--- config.mk ---
export PLATFORM = sky130hd
export DESIGN_NAME = riscv_instr_encoder
export DESIGN_NICKNAME = d
export VERILOG_FILES = /design/src/rtl/riscv_instr_encoder.sv
export SDC_FILE = /design/constraint.sdc
export NUM_CORES = 1
export LEC_CHECK = 0
export BUFFER_PORTS_ARGS = -buffer_cell sky130_fd_sc_hd__buf_2
export CAP_MARGIN = 5
export CORE_ASPECT_RATIO = 1.2
export CORE_MARGIN = 4
export CORE_UTILIZATION = 50
export CTS_BUF_LIST = sky130_fd_sc_hd__clkbuf_4
export DETAILED_ROUTE_END_ITERATION = 6
export PLACE_DENSITY = 0.85
export SLEW_MARGIN = 20
export SYNTH_ARGS = -nofsm -noshare
export SYNTH_HDL_FRONTEND = slang
export SYNTH_SLANG_ARGS = --single-unit
--- constraint.sdc ---
create_clock -name clk -period 1.62 [get_ports clk]
set_input_delay 0.162 -clock clk [delete_from_list [all_inputs] [get_ports clk]]
set_output_delay 0.162 -clock clk [all_outputs]
set_load 0.05 [all_outputs]
--- src/rtl/riscv_instr_encoder.sv ---
// RV32I instruction encoder: turns decoded field bundles into 32-bit words,
// tagging each emitted word with an auto-incrementing word address.
module riscv_instr_encoder #(
  parameter int          ADDR_W    = 8,
  parameter int unsigned BASE_ADDR = 0
) (
  input  logic              clk,
  input  logic              reset,
  input  logic              clear,
  input  logic              in_valid,
  output logic              in_ready,
  input  logic [2:0]        fmt,
  input  logic [2:0]        funct3,
  input  logic              funct7b5,
  input  logic [4:0]        rd,
  input  logic [4:0]        rs1,
  input  logic [4:0]        rs2,
  input  logic [31:0]       imm,
  output logic              out_valid,
  input  logic              out_ready,
  output logic [31:0]       out_instr,
  output logic [ADDR_W-1:0] out_addr,
  output logic              err,
  output logic              wrapped
);

  // Handshake: a transfer happens on a rising edge where valid && ready are
  // both high. The producer holds its payload stable while valid && !ready;
  // in_ready depends only on clear, out_valid and out_ready (no skid buffer).

  localparam logic [2:0] FMT_R      = 3'd0;
  localparam logic [2:0] FMT_I      = 3'd1;
  localparam logic [2:0] FMT_LOAD   = 3'd2;
  localparam logic [2:0] FMT_STORE  = 3'd3;
  localparam logic [2:0] FMT_BRANCH = 3'd4;
  localparam logic [2:0] FMT_JAL    = 3'd5;
  localparam logic [2:0] FMT_LUI    = 3'd6;

  localparam logic [ADDR_W-1:0] BASE = ADDR_W'(BASE_ADDR);

  logic              out_valid_q, out_valid_d;
  logic [31:0]       out_instr_q, out_instr_d;
  logic [ADDR_W-1:0] out_addr_q,  out_addr_d;
  logic [ADDR_W-1:0] addr_q,      addr_d;
  logic              err_q,       err_d;
  logic              wrapped_q,   wrapped_d;

  logic        accept;
  logic [31:0] enc_word;

  always_comb begin
    enc_word = 32'd0;
    case (fmt)
      FMT_R:      enc_word = {1'b0, funct7b5, 5'b00000, rs2, rs1, funct3, rd, 7'b0110011};
      FMT_I: begin
        // Shift-immediates carry shamt in imm[4:0] and srai's flag in bit 30.
        if (funct3 == 3'b001 || funct3 == 3'b101)
          enc_word = {1'b0, funct7b5, 5'b00000, imm[4:0], rs1, funct3, rd, 7'b0010011};
        else
          enc_word = {imm[11:0], rs1, funct3, rd, 7'b0010011};
      end
      FMT_LOAD:   enc_word = {imm[11:0], rs1, funct3, rd, 7'b0000011};
      FMT_STORE:  enc_word = {imm[11:5], rs2, rs1, funct3, imm[4:0], 7'b0100011};
      FMT_BRANCH: enc_word = {imm[12], imm[10:5], rs2, rs1, funct3, imm[4:1], imm[11], 7'b1100011};
      FMT_JAL:    enc_word = {imm[20], imm[10:1], imm[11], imm[19:12], rd, 7'b1101111};
      FMT_LUI:    enc_word = {imm[31:12], rd, 7'b0110111};
      default:    enc_word = 32'd0;
    endcase
  end

  assign in_ready = !clear && (!out_valid_q || out_ready);
  assign accept   = in_valid && in_ready;

  always_comb begin
    out_valid_d = out_valid_q;
    out_instr_d = out_instr_q;
    out_addr_d  = out_addr_q;
    addr_d      = addr_q;
    err_d       = err_q;
    wrapped_d   = wrapped_q;
    if (out_valid_q && out_ready) out_valid_d = 1'b0;
    if (accept) begin
      if (fmt == 3'd7) begin
        err_d = 1'b1;
      end else begin
        out_valid_d = 1'b1;
        out_instr_d = enc_word;
        out_addr_d  = addr_q;
        addr_d      = addr_q + ADDR_W'(1);
        if (addr_q == {ADDR_W{1'b1}}) wrapped_d = 1'b1;
      end
    end
  end

  always_ff @(posedge clk) begin
    if (reset || clear) begin
      out_valid_q <= 1'b0;
      out_instr_q <= 32'd0;
      out_addr_q  <= '0;
      addr_q      <= BASE;
      err_q       <= 1'b0;
      wrapped_q   <= 1'b0;
    end else begin
      out_valid_q <= out_valid_d;
      out_instr_q <= out_instr_d;
      out_addr_q  <= out_addr_d;
      addr_q      <= addr_d;
      err_q       <= err_d;
      wrapped_q   <= wrapped_d;
    end
  end

  assign out_valid = out_valid_q;
  assign out_instr = out_instr_q;
  assign out_addr  = out_addr_q;
  assign err       = err_q;
  assign wrapped   = wrapped_q;

endmodule

---- Word-level counts from Yosys, hierarchy flattened ----
Index checks and enable logic that the tools add are counted.
storage, ports and cells
  input port bits ......................... 59
  bits in registers ....................... 51
  output and inout port bits .............. 44
  memories kept ........................... 0
  latch bits .............................. 0
  memory bits (writable) .................. 0
  logic and storage cells ................. 35
  bits in read-only memories .............. 0
cells by class
  order comparisons ....................... 0
  add/sub/neg operators ................... 1
  shifts and indexed selects .............. 0
  reduce and logical (&&, ||, !) cells .... 12
  bitwise gates (word level) .............. 1
  multiplexer cells ....................... 5
  equality and inequality tests ........... 10
  div/mod/pow operators ................... 0
  $mul .................................... 0
operators by type and width
  operator                                                         count
  32-bit one-hot mux with 7 select lines                           1
  32-bit 2-to-1 mux                                                1
  3-bit == test, second input constant                             5
  8-bit by 1-bit adder with 8-bit output, second input constant    1
  8-bit == test, second input constant                             1
  3-bit by 1-bit == test with 1-bit output, second input constant  2
  3-bit by 2-bit == test with 1-bit output, second input constant  2
  2-bit AND reduction                                              2
  1-bit logical AND                                                3
  3-bit zero test                                                  1
  1-bit logical OR                                                 3
  1-bit 2-to-1 mux                                                 3
  3-bit AND reduction                                              1
  1-bit zero test                                                  2
  1-bit NOT                                                        1

---- Logic depth before layout (Yosys ltp) ----
Gate-level depths: netlist (run 1).
  word-level depth ........................ 5
  gate-level depth with buffers ........... 7
  depth with buffers taken out ............ 4

---- Worst setup path after synthesis (run 1) ----
No wires, ideal clock.
  kind .................................... flip-flop to flip-flop
  start point ............................. register out_valid_q (netlist: out_valid)
  end point ............................... register out_instr_q[7] (netlist: out_instr[7])
  cell stages (with the launch flop) ...... 5
  setup slack ............................. -0.100 ns
  arrival ................................. 1.603 ns
  data required time ...................... 1.504 ns
  period minus slack after synthesis ...... 1.720 ns
  library setup time ...................... 0.116 ns
  path buffers ............................ 1
  path through ............................ dfxtp_1 nor2b_1 nor3_4 buf_2 o211a_1
on the way
  longest elaborated chain between the ends .. 5
ends and longest elaborated chain
  item                                  line  RTL
  start: declaration                    41    logic out_valid_q, out_valid_d;
  start signal: assignment              104   out_valid_q <= out_valid_d;
  1-bit zero test                       71    assign in_ready = !clear && (!out_valid_q || out_ready);
  1-bit logical OR                      71
  1-bit logical AND                     71
  1-bit logical AND                     72    assign accept = in_valid && in_ready;
  2-bit AND reduction (no source line)  -
  end signal: assignment                105   out_instr_q <= out_instr_d;
  end: declaration                      42    logic [31:0] out_instr_q, out_instr_d;
Every way passes these cells.
A chain may end at the register's enable or synchronous reset.

---- Worst setup path in the final report (run 1) ----
  start point ............................. register out_valid_q (netlist: out_valid)
  end point ............................... output port in_ready
on the way
  longest elaborated chain between the ends .. 3
ends and longest elaborated chain
  item               line  RTL
  1-bit zero test    71
  1-bit logical OR   71
  1-bit logical AND  71
  end: declaration   11    output logic in_ready,
Every way passes these cells.

==> out/metrics.yaml, run 1 <==
status:
  outcome: "finished, final reports clean"
routing:
  viasPerCell: 5.64
  finalWirelength_mm: 6.82
  wire_per_inst_um: 14.8
  first_iter_violations: 172
  postRouteAntennaNets: 0
  drt_pass1_iterations: 4
  drc: 0
  vias: 2594
cts:
  cts.sinks: 50
  postCtsSetupRepairBufs: 0
  cts_tree: "built"
  cts_resized: 0
  clkTransAtPathRegs_ns: 0.16
  cts_max_path_buffers: 2
  clkLatencyLatePin_ns: 0.37
  cts_root_buf: "clkbuf_4"
  cts_max_level: 2
  cts_hold_buffers: 0
  cts_made_buffers: 5
sta:
  maxSlewViolCount: 0
  fmax_ghz: 0.662
  fin_ws_ns: 0.108
  min_period_ns: 1.51
  max_slew_margin_pct: 55.9
  fin_tns_setup_ns: 0
  max_slew.worst_pin.slew_ns: 0.661
  finClkSkew_ns: 0.0199
  finalSetupViolCount: 0
  finalHoldViolCount: 0
  rsz0062_at_grt: "no"
  whs_ns: 0.0195
  fin_crit_sh_pct: 93.3
finish:
  drive_above_1_share_pct: 36.1
  diodes: 0
  layout.nets: 461
  syn_to_final_growth_pct: 26.5
global_routing:
  overflow: 0
  antenna_found_initial: 0
  grt_pass1_vias: 2431
  grt_max_degree: 36
  grt_first_pass_wirelength_mm: 11.2
  grtUsageTotal_pct: 21.8
yosys:
  avgSynthCellArea_um2: 8.41
  yosysTopAreaCell: "dfxtp_1"
  ys_warn_count: 0
  synthTopCellsByArea: "dfxtp_1 (40%), nand2_1 (8.1%), a21oi_1 (5.4%)"
  synthMostInstantiatedCell: "nand2_1"
  syn_area_um2: 2510
  synth_cell_type_count: 52
  synth_seq_cells: 50
  yosysSeqAreaShare_pct: 39.9
  synth_ff_type: "dfxtp_1"
  syn_inst: 298
  synth_nets: 358
  synth_top_area_share_pct: 39.9
  synth_commonest_cells: "nand2_1 (54), dfxtp_1 (50), a21oi_1 (27)"
  postSynth.asyncResetShare_pct: 0
  synth_edf_count: 0
setup_path:
  ff2ff_setup_slack_ns: 0.20
  cp_top_family: "simple AND/OR/NAND/NOR gates"
  r2r-end: "addr_q[5]$_SDFFE_PP0P_"
  crit_path_end_kind: "output port"
  reg2reg_from: "out_valid$_SDFF_PP0_"
  required_ns: 1.46
  arrival_ns: 1.35
  critPathBufInv: 1
  cpPeakStageDelay_ns: 0.36
  path_class: "flop to output port"
  critPathSlowestCell: "dfxtp_2"
  start_kind: "flop"
  crit_fanout: 5
  crit_chain: "nor2b_2 > nor2_1 > buf_2"
  worstRegToRegCells: 4
min_path:
  hold_depth: 3
  min_to: "out_instr[19]$_SDFFE_PP0P_"
  hp-start: "imm[19]"
  hold_class: "primary input to flop"
pwr:
  powerDensity_nw_per_um2: 781
  ir_drop_mv: 0.444
  power.leakage_uw: 0.00138
floorplanning:
  io_pins: 103
  row_count: 27
  core_area_um2: 4730
  die_h_um: 85.6
  start_util_pct: 53.0
  dieArea_um2: 6210
  chipWidth_um: 72.6
flow_run:
  drv_cap: 0
placed_design:
  place_ws_ns: 0.0545
  hpwl_mm: 5.11
  finalWeightedCongestion: 0.812
  portBuffers: 102
## kinds of logic after synthesis
| group | Yosys count | synth area share (%) |
|---|---|---|
| xor+xnor | 5 | 2.05 |
| compound gates | 78 | 19.2 |
| fa+ha+maj | 1 | 0.499 |
| buf+inv | 24 | 5.44 |
| flops | 50 | 39.9 |
| mux | 15 | 7.84 |
| simple gates | 125 | 25.0 |
## through the flow
step	std cells	cell area (um2)	utilization, %	total power, uW
3_5_place_dp	452	3090	65.3	1770
4_1_cts	460	3170	67.0	2510
3_3_place_gp	452	3090	65.3	1760
2_1_floorplan	298	2510	-	1610
6_report	460	3170	67.0	2480
5_1_grt	460	3170	67.0	2590
## layer usage
metal	wire, um	part of all wire, %	global-route usage [%]
met1	2850	42	28.2
met2	3450	51	36.9
met3	439	6.4	4.57
met4	76	1.1	5.20
met5	0	0	0
## final cells by class
type	count	area, um2
Fill cell	405	1560
Multi-Input combinational cell	224	1370
Sequential cell	50	1000
Timing Repair Buffer	116	628
Tap cell	58	72.6
Clock inverter	3	43.8
Clock buffer	5	37.5
Inverter	4	15.0
## sequential cells by signal, summed over array words and instances (netlist names)
name / flops
out_addr: 8
out_instr: 31
out_valid: 1
addr_q: 8
err: 1
wrapped: 1
## where the power goes
group	total, uW	switching (uW)	internal, uW
combinational	482	295	187
sequential	1260	11.3	1250
clock	731	403	329
total	2480	709	1770
## worst max-delay path by stage
stage                                     from                    endpoint  slack (ns)  depth (start not counted)
after floorplan           out_valid$_SDFF_PP0_  out_instr[19]$_SDFFE_PP0P_        0.14                          6
after global placement                  fmt[2]  out_instr[21]$_SDFFE_PP0P_         0.1                          5
after detailed placement                fmt[2]  out_instr[22]$_SDFFE_PP0P_        0.05                          5
after CTS                 out_valid$_SDFF_PP0_                    in_ready        0.09                          3
after global routing      out_valid$_SDFF_PP0_                    in_ready        0.01                          3
final                     out_valid$_SDFF_PP0_                    in_ready        0.11                          3
## worst reg2reg max path, cell delays in order, from the launching register on
cell     delay [ns]
dfxtp_2        0.35
or2b_2         0.23
nand3_4        0.12
or4_1          0.52
a21oi_1        0.14
## cell usage in the layout (no fill, tap or decap), types with 3 or more instances in the layout
cell type	n
nand3_1	17
o21ai_0	17
xnor2_1	3
mux2i_1	5
dfxtp_1	49
nor2_1	21
buf_2	102
a221oi_1	5
mux2_2	7
a311o_1	4
a21oi_1	27
o31ai_1	3
and2b_1	5
clkbuf_4	5
nor2b_1	4
a31oi_1	9
buf_4	13
nor3_1	3
nand2b_1	4
mux4_2	3
nand2_1	54
Note: power is estimated with default switching activity, not from simulation.
==> run 2, diff against run 1 <==
- clock period: 1.62 -> 1.6 ns (I/O delays scaled with it)
==> out/metrics.yaml, run 2 (synthesis gave the netlist of run 1 again) <==
pwr:
  powerDensity_nw_per_um2: 791  # +1.3%
  ir_drop_mv: 0.550  # +24%
  power.leakage_uw: 0.00139  # +0.15%
floorplanning:
  chipWidth_um: 72.6  # unchanged
  row_count: 27  # unchanged
  die_h_um: 85.6  # unchanged
  core_area_um2: 4730  # unchanged
  dieArea_um2: 6210  # unchanged
  io_pins: 103  # unchanged
  start_util_pct: 53.0  # unchanged
sta:
  finalHoldViolCount: 0  # unchanged
  fmax_ghz: 0.666
  rsz0062_at_grt: "no"
  fin_crit_sh_pct: 93.9
  finClkSkew_ns: 0.00982  # -0.0101 ns
  maxSlewViolCount: 0  # unchanged
  fin_ws_ns: 0.0975  # -0.0110 ns
  finalSetupViolCount: 0  # unchanged
  max_slew_margin_pct: 57.1  # +1.2 points
  min_period_ns: 1.50
  max_slew.worst_pin.slew_ns: 0.644  # -0.0177 ns
  fin_tns_setup_ns: 0  # unchanged
flow_run:
  drv_cap: 0  # unchanged
global_routing:
  gr-max-usage-layer: "met2"
  grt_use_met3_pct: 5.04  # +0.47 points
  grt_max_degree: 36  # unchanged
  grtUsageTotal_pct: 22.3  # +0.45 points
  grt_pass1_vias: 2539  # +4.4%
  grt_first_pass_wirelength_mm: 11.3  # +1.1%
  antenna_found_initial: 0  # unchanged
  grt_use_met1_pct: 26.8  # -1.3 points
  overflow: 0  # unchanged
  use_met2_pct: 39.4  # +2.5 points
placed_design:
  place_ws_ns: 0.0795  # +0.0249 ns
  portBuffers: 102  # unchanged
  finalWeightedCongestion: 0.884  # +8.9%
  dp.cells: 452  # unchanged
  hpwl_mm: 5.17  # +1.2%
  place_area_um2: 3090  # unchanged
cts:
  cts_tree: "built"
  cts_root_buf: "clkbuf_4"
  cts_made_buffers: 5  # unchanged
  postCtsSetupRepairBufs: 0  # unchanged
  clkLatencyLatePin_ns: 0.36  # about the same
  cts_max_path_buffers: 2  # unchanged
  cts.sinks: 50  # unchanged
  clkTransAtPathRegs_ns: 0.15  # about the same
  cts_hold_buffers: 0  # unchanged
  cts_max_level: 2  # unchanged
setup_path:
  cpPeakStageDelay_ns: 0.53  # +0.17 ns
  crit_chain: "or2b_2 > nand3_4 > or4_1 > a21oi_1"
  crit_path_end_kind: "flop"
  crit_fanout: 12  # +7
  required_ns: 1.89  # +0.43 ns
  path_class: "flop to flop"
  arrival_ns: 1.79  # +0.44 ns
  worstRegToRegCells: 4  # unchanged
  start_kind: "flop"
  critPathSlowestCell: "or4_1"
routing:
  vias: 2549  # -1.7%
  drt_pass1_iterations: 4  # unchanged
  finalWirelength_mm: 6.83  # +0.13%
  drc: 0  # unchanged
  wire_per_inst_um: 14.9  # +0.13%
  viasPerCell: 5.54  # -1.7%
  first_iter_violations: 146  # -15%
  postRouteAntennaNets: 0  # unchanged
finish:
  layout.nets: 461  # unchanged
  final_common_cell: "buf_2"
  layout.cells.non_filler: 460  # unchanged
  drive_above_1_share_pct: 36.1  # unchanged
  syn_to_final_growth_pct: 26.9
  stdcell_area_um2: 3180  # +0.32%
  diodes: 0  # unchanged
  largest_reg_flops: 31  # unchanged
  mostFrequentLayoutCells: "buf_2 (102), nand2_1 (54), dfxtp_1 (49), a21oi_1 (27), nor2_1 (21)"
status:
  outcome: "finished, final reports clean"
min_path:
  hold_depth: 3  # unchanged
  hold_class: "primary input to flop"
## run 2: area by class of cell
cell class / count / area, um2
clock buffer: 7 / 52.6
fill: 418 / 1550
inverter: 4 / 15.0
tap: 58 / 72.6
sequential: 50 / 1000
multi-input combinational: 224 / 1380
timing repair buffer: 116 / 632
clock inverter: 1 / 30.0
## run 2: timing repair
item	4_1_cts	5_1_grt
setup endpoints to repair	0	3
hold endpoints to repair	0	0
resized for setup	0	2
## run 2: per-stage QoR
stage / hold WS (ns) / power, uW / util [%]
after floorplan: 0.294 / 1630 / -
after global placement: 0.407 / 1780 / 65.3
after detailed placement: 0.419 / 1790 / 65.3
after CTS: 0.00558 / 2530 / 67.1
after global routing: 0.0185 / 2640 / 67.2
final: 0.0176 / 2520 / 67.2
## run 2: power by group
| group | switching (uW) | leakage, uW | total [uW] | internal [uW] |
|---|---|---|---|---|
| clock network | 385 | 0.0000463 | 751 | 366 |
| registers | 12.6 | 0.000405 | 1280 | 1270 |
| logic | 296 | 0.000935 | 486 | 189 |
| total | 694 | 0.00139 | 2520 | 1820 |
## run 2: critical path, delay by kind of cell (launching register included)
family,cells,cell delay [ns]
AND/OR/NAND/NOR,3,0.92
flip-flops,1,0.35
AO/OA/AOI/OAI,1,0.17
## run 2: worst paths after layout
check	startpoint	to	slack, ns
worst min register to register	out_addr[3]$_SDFFE_PP0P_	out_addr[3]$_SDFFE_PP0P_	0.46
worst min-delay path	imm[10]	out_instr[30]$_SDFFE_PP0P_	0.02
worst max register to register	out_valid$_SDFF_PP0_	addr_q[5]$_SDFFE_PP0P_	0.1
worst max-delay path	out_valid$_SDFF_PP0_	addr_q[5]$_SDFFE_PP0P_	0.1
## run 2: routing by layer
layer | share of wire, % | vias up
li1 | - | 1272
met1 | 42 | 1204
met4 | 0.38 | 0
met3 | 6.0 | 2
met5 | 0 | -
met2 | 52 | 71
